### config.mk
export PLATFORM = sky130hd
export DESIGN_NAME = ad9363_port_emu_flat
export DESIGN_NICKNAME = d
export VERILOG_FILES = /design/src/rtl/ad9363_port_emu_if.sv /design/src/rtl/ad9363_port_emu.sv /design/src/flat_wrapper.sv
export SDC_FILE = /design/constraint.sdc
export NUM_CORES = 1
export LEC_CHECK = 0
export ABC_AREA = 1
export ABC_CLOCK_PERIOD_IN_PS = 1580
export CORE_AREA = 2 2 89 91
export DETAILED_ROUTE_END_ITERATION = 12
export DIE_AREA = 0 0 91 93
export DONT_BUFFER_PORTS = 1
export PLACE_DENSITY = 0.73
export SLEW_MARGIN = 0
export SYNTH_ARGS = -nofsm -noshare
export SYNTH_HDL_FRONTEND = slang
export SYNTH_SLANG_ARGS = --single-unit
### constraint.sdc
create_clock -name data_clk -period 1.58 [get_ports data_clk]
set_input_delay 0.158 -clock data_clk [delete_from_list [all_inputs] [get_ports data_clk]]
set_output_delay 0.158 -clock data_clk [all_outputs]
set_load 0.005 [all_outputs]
### src/rtl/ad9363_port_emu_if.sv
// Port bundle between the AD9363 emulator and the baseband streamer: sample
// source, RX port, TX port and sample sink.
interface ad9363_port_emu_if #(
    parameter int unsigned DATA_W = 12
);
    logic              src_valid;
    logic [DATA_W-1:0] src_i;
    logic [DATA_W-1:0] src_q;
    logic              src_ready;
    logic              rx_frame;
    logic [DATA_W-1:0] p0_d;
    logic              tx_frame;
    logic [DATA_W-1:0] p1_d;
    logic              snk_valid;
    logic [DATA_W-1:0] snk_i;
    logic [DATA_W-1:0] snk_q;

    // Emulator side.
    modport slave (
        input  src_valid, src_i, src_q, tx_frame, p1_d,
        output src_ready, rx_frame, p0_d, snk_valid, snk_i, snk_q
    );

    // Baseband streamer / bench side.
    modport master (
        output src_valid, src_i, src_q, tx_frame, p1_d,
        input  src_ready, rx_frame, p0_d, snk_valid, snk_i, snk_q
    );
endinterface

### src/rtl/ad9363_port_emu.sv
// AD9363 side of the 1R1T dual-port FDD SDR interface: free-running RX driver
// fed from a sample source, two-stage TX capture into a sample sink.
module ad9363_port_emu #(
    parameter int unsigned       DATA_W    = 12,
    parameter logic [DATA_W-1:0] IDLE_WORD = '0,
    parameter int unsigned       CNT_W     = 16
) (
    input  logic                 data_clk,
    input  logic                 arst,
    ad9363_port_emu_if.slave     bus,
    output logic [CNT_W-1:0]     underrun_cnt,
    output logic [CNT_W-1:0]     frame_err_cnt
);
    localparam logic PH_I = 1'b0;
    localparam logic PH_Q = 1'b1;

    logic              ph;
    logic              src_ready_c;
    logic              take;
    logic              rx_frame_r;
    logic [DATA_W-1:0] p0_r;
    logic [DATA_W-1:0] q_hold;

    logic              f_r;
    logic [DATA_W-1:0] d_r;
    logic              have_i;
    logic [DATA_W-1:0] cap_i;
    logic              snk_valid_r;
    logic [DATA_W-1:0] snk_i_r;
    logic [DATA_W-1:0] snk_q_r;

    always_comb begin
        src_ready_c = ~arst & (ph == PH_I);
        take        = bus.src_valid & src_ready_c;
    end

    assign bus.src_ready = src_ready_c;
    assign bus.rx_frame  = rx_frame_r;
    assign bus.p0_d      = p0_r;
    assign bus.snk_valid = snk_valid_r;
    assign bus.snk_i     = snk_i_r;
    assign bus.snk_q     = snk_q_r;

    // RX driver: the phase never stalls, missing source samples become idle words.
    always_ff @(posedge data_clk) begin
        if (arst) begin
            ph           <= PH_I;
            rx_frame_r   <= 1'b0;
            p0_r         <= '0;
            q_hold       <= '0;
            underrun_cnt <= '0;
        end else begin
            ph <= ~ph;
            if (ph == PH_I) begin
                rx_frame_r <= 1'b1;
                if (take) begin
                    p0_r   <= bus.src_i;
                    q_hold <= bus.src_q;
                end else begin
                    p0_r   <= IDLE_WORD;
                    q_hold <= IDLE_WORD;
                    if (underrun_cnt != '1)
                        underrun_cnt <= underrun_cnt + 1'b1;
                end
            end else begin
                rx_frame_r <= 1'b0;
                p0_r       <= q_hold;
            end
        end
    end

    // TX capture: pins are registered first, framing is decoded one cycle later.
    always_ff @(posedge data_clk) begin
        if (arst) begin
            f_r           <= 1'b0;
            d_r           <= '0;
            have_i        <= 1'b0;
            cap_i         <= '0;
            snk_valid_r   <= 1'b0;
            snk_i_r       <= '0;
            snk_q_r       <= '0;
            frame_err_cnt <= '0;
        end else begin
            f_r         <= bus.tx_frame;
            d_r         <= bus.p1_d;
            snk_valid_r <= 1'b0;
            if (f_r) begin
                cap_i  <= d_r;
                have_i <= 1'b1;
                if (have_i && frame_err_cnt != '1)
                    frame_err_cnt <= frame_err_cnt + 1'b1;
            end else if (have_i) begin
                snk_i_r     <= cap_i;
                snk_q_r     <= d_r;
                snk_valid_r <= 1'b1;
                have_i      <= 1'b0;
            end
        end
    end
endmodule
### src/flat_wrapper.sv
// flat-port wrapper written by rule: the top's interface ports become plain ports
module ad9363_port_emu_flat 
#(
    parameter int unsigned       DATA_W    = 12,
    parameter logic [DATA_W-1:0] IDLE_WORD = '0,
    parameter int unsigned       CNT_W     = 16
)
  (data_clk, arst, underrun_cnt, frame_err_cnt, bus_src_valid, bus_src_i, bus_src_q, bus_tx_frame, bus_p1_d, bus_src_ready, bus_rx_frame, bus_p0_d, bus_snk_valid, bus_snk_i, bus_snk_q);
  ad9363_port_emu_if #(.DATA_W(DATA_W)) bus_i ();
  input  logic data_clk;
  input  logic arst;
  output logic [CNT_W-1:0] underrun_cnt;
  output logic [CNT_W-1:0] frame_err_cnt;
  input wire logic [$bits(bus_i.src_valid)-1:0] bus_src_valid;
  input wire logic [$bits(bus_i.src_i)-1:0] bus_src_i;
  input wire logic [$bits(bus_i.src_q)-1:0] bus_src_q;
  input wire logic [$bits(bus_i.tx_frame)-1:0] bus_tx_frame;
  input wire logic [$bits(bus_i.p1_d)-1:0] bus_p1_d;
  output wire logic [$bits(bus_i.src_ready)-1:0] bus_src_ready;
  output wire logic [$bits(bus_i.rx_frame)-1:0] bus_rx_frame;
  output wire logic [$bits(bus_i.p0_d)-1:0] bus_p0_d;
  output wire logic [$bits(bus_i.snk_valid)-1:0] bus_snk_valid;
  output wire logic [$bits(bus_i.snk_i)-1:0] bus_snk_i;
  output wire logic [$bits(bus_i.snk_q)-1:0] bus_snk_q;
  assign bus_i.src_valid = bus_src_valid;
  assign bus_i.src_i = bus_src_i;
  assign bus_i.src_q = bus_src_q;
  assign bus_i.tx_frame = bus_tx_frame;
  assign bus_i.p1_d = bus_p1_d;
  assign bus_src_ready = bus_i.src_ready;
  assign bus_rx_frame = bus_i.rx_frame;
  assign bus_p0_d = bus_i.p0_d;
  assign bus_snk_valid = bus_i.snk_valid;
  assign bus_snk_i = bus_i.snk_i;
  assign bus_snk_q = bus_i.snk_q;
  ad9363_port_emu #(.DATA_W(DATA_W), .IDLE_WORD(IDLE_WORD), .CNT_W(CNT_W)) u_core (.data_clk(data_clk), .arst(arst), .bus(bus_i), .underrun_cnt(underrun_cnt), .frame_err_cnt(frame_err_cnt));
endmodule
==> results.md <==
- Crit path largest cell delay: 0.36 ns
- Ant diodes: 0
- DR vias/cell: 4.99
- Pin count of the biggest net entering global routing: 40
- Total track usage: 23.0%
- Standard-cell rows: 32
- Die area: 8460 um^2
- Initial antenna violation count: 0
- WP data required: 1.84 ns
- Synth Area per Inst: 7.08 um^2
- Ports: 111
- Fin Hold WS: 0.0712 ns
- Layout net count: 699
- Yosys warns: 0
- Mapped Nets: 648
- Multi-input gate area: 1740 um^2
- First DRT Iteration DRCs: 116
- Post-synthesis sequential area ratio: 50.4%
- Fin crit share: 91.4%
- Slew headroom: 73.8%
- Min Tclk post-route: 1.44 ns
- Reg2Reg Launch Point: u_core.underrun_cnt[0]
- H-tree Lvls: 3
- Clock Sinks: 108
- R2r setup slk: 0.14 ns
- Post-synth top area share: 50.4%
- Die height: 93 um
- Non-filler instance count after layout: 764
- Setup Skew: 0.00900 ns
- Worst setup EP type: register
- Peak supply drop: 0.630 mV
- CP arrival: 1.71 ns
- Yosys reg bits: 108
- Share of layout cells above drive strength 1: 7.55%
- Total wire length: 9.69 mm
- Dpl cells: 709
- Leakage power: 2.16 nW
- Die X: 91 um
- Final Hold Fails: 0
- Total CTS buffers: 9
- Most common cell on crit path: nand2_1
- Register Area: 2160 um^2
- Mapped cell area: 4290 um^2
- Worst path top cell family by delay: simple AND/OR/NAND/NOR gates
- Port bufs: 0
- Max Fclk: 0.692 GHz
- Status: finished, final reports clean
- Final TNS setup: 0 ns
- Worst min path class: input pin to register
- Synth top area cells: dfxtp_1, nand2_1, nor2_1
- Worst path cell trace: ha_1 -> nand3_1 -> inv_1 -> nand4_1 -> buf_4 -> nand2_1 -> nand2_1 -> nand2_1 -> nor2_1
- CTS root buf: clkbuf_8
- Max Transition Viols Final: 0
- Setup bufs post-CTS: 0
- Overflow after GRT: 0
- CP Class: register to register
- Clock-pin slew on the worst setup and hold paths: 0.11 ns
- Worst Setup SP: u_core.underrun_cnt[0]
- Core area: 7530 um^2
- Vias in the first global route: 3,600
- Most frequent cells in the layout: nand2_1, nor2_1, dfxtp_1
- Drt drc: 0
- Routed Antenna Nets: 0
- Routability cong.: 0.809
- DP Area: 4500 um^2
- Via Count: 3,810
- Fillers: 695
- Most common cell after layout, fill and taps aside: nand2_1
- Starting Density: 57.0%
- Max FO, Critical Path: 17
- Slowest CP cell: dfxtp_1
- Average wire per standard cell: 12.7 um
- Worst path bufs/invs: 2
- Post-synth top area cell: dfxtp_1
- CTS max path bufs: 2
- Worst-Margin Slew: 0.393 ns
- PwrDens: 952 nW/um^2
- Area grow syn2layout: 19.3%
- Syn Inst Count: 606
- Startpoint Class: register
- Hpwl dp: 6.34 mm
- First-pass GRT wire length: 16.0 mm
- Cell variety after synth: 24
- Worst-skew pair later-pin latency: 0.36 ns
- Min-delay src: arst
- Drt first pass iters: 5
- CTS tree: yes
- Setup violators final: 0
- Post-route cell area: 5120 um^2
- Unrepaired setup endpoints after global routing: false
- Max-cap violation count: 0
-- cell type report --
type | count | area share (%)
Clock inverter | 6 | 1.32
Timing Repair Buffer | 63 | 11.6
Sequential cell | 108 | 42.2
Clock buffer | 10 | 2.69
Tap cell | 102 | 2.49
Inverter | 78 | 5.72
Multi-Input combinational cell | 397 | 33.9
-- cells by family after synthesis --
logic type,Yosys count,synth area share (%)
adders and majority gates,2,0.583
AOI/OAI and AO/OA,95,11.4
DFF,108,50.4
buffers and inverters,101,9.30
and+or+nand+nor,300,28.3
-- repair_timing --
item | CTS | global route
hold endpoints to repair | 42 | 0
hold buffers | 39 | 0
pin swaps | 0 | 0
endpoints found under the setup margin | 5 | 10
resized for setup | 1 | 1
-- per-stage QoR --
| stage | utilization, % | power [mW] | setup slack (ns) |
|---|---|---|---|
| floorplan | - | 3.10 | 0.226 |
| global placement | 59.8 | 3.15 | 0.0536 |
| detailed placement | 59.8 | 3.16 | 0.00472 |
| CTS | 68.0 | 4.92 | 0.0351 |
| global route | 68.0 | 5.08 | 0.00803 |
| finish | 68.0 | 4.87 | 0.136 |
-- path summary, 6_finish.rpt --
kind         cells past startpoint                endpoint
max                              9  u_core.underrun_cnt[8]
max reg2reg                      9  u_core.underrun_cnt[8]
min reg2reg                      2         u_core.cap_i[0]
min                              2        u_core.q_hold[1]
-- flip-flops by register name, indices dropped and copies added, names as in the netlist, 12 cells and up --
name and count:
u_core.cap_i 12, u_core.frame_err_cnt 16, u_core.bus.snk_i 12, u_core.bus.p0_d 12, u_core.bus.snk_q 12, u_core.underrun_cnt 16
u_core.d_r 12, u_core.q_hold 12
-- cells in the mapped netlist --
cell type	number
a21oi_1	59
a21oi_2	1
and2_1	1
buf_1	1
buf_2	3
buf_4	2
buf_6	1
clkbuf_1	15
clkbuf_2	1
clkinv_1	1
dfxtp_1	108
ha_1	2
inv_1	75
inv_2	2
nand2_1	131
nand2_2	1
nand3_1	47
nand3b_1	1
nand4_1	3
nor2_1	110
nor2_2	4
nor3_1	2
o21ai_0	26
o22ai_1	9
-- power breakdown --
group	total (mW)	switching (mW)	internal (mW)
Combinational	0.341	0.189	0.152
Clock	1.67	1.01	0.664
Sequential	2.86	0.0490	2.81
Total	4.87	1.25	3.62
-- worst reg2reg max path: cells and delay by family, from the launching register on --
family / cells / cell delay, ns
AND/OR/NAND/NOR: 6 / 0.50
buffers and inverters: 2 / 0.33
adder cells (fa/ha/maj): 1 / 0.18
flip-flops: 1 / 0.36
-- metal layers --
layer | track usage (%) | wire length [um]
met5 | 0 | 0
met2 | 40.4 | 4800
met3 | 6.77 | 677
met1 | 27.6 | 4150
met4 | 6.19 | 55
No activity file was read; power rests on OpenSTA's default activity.
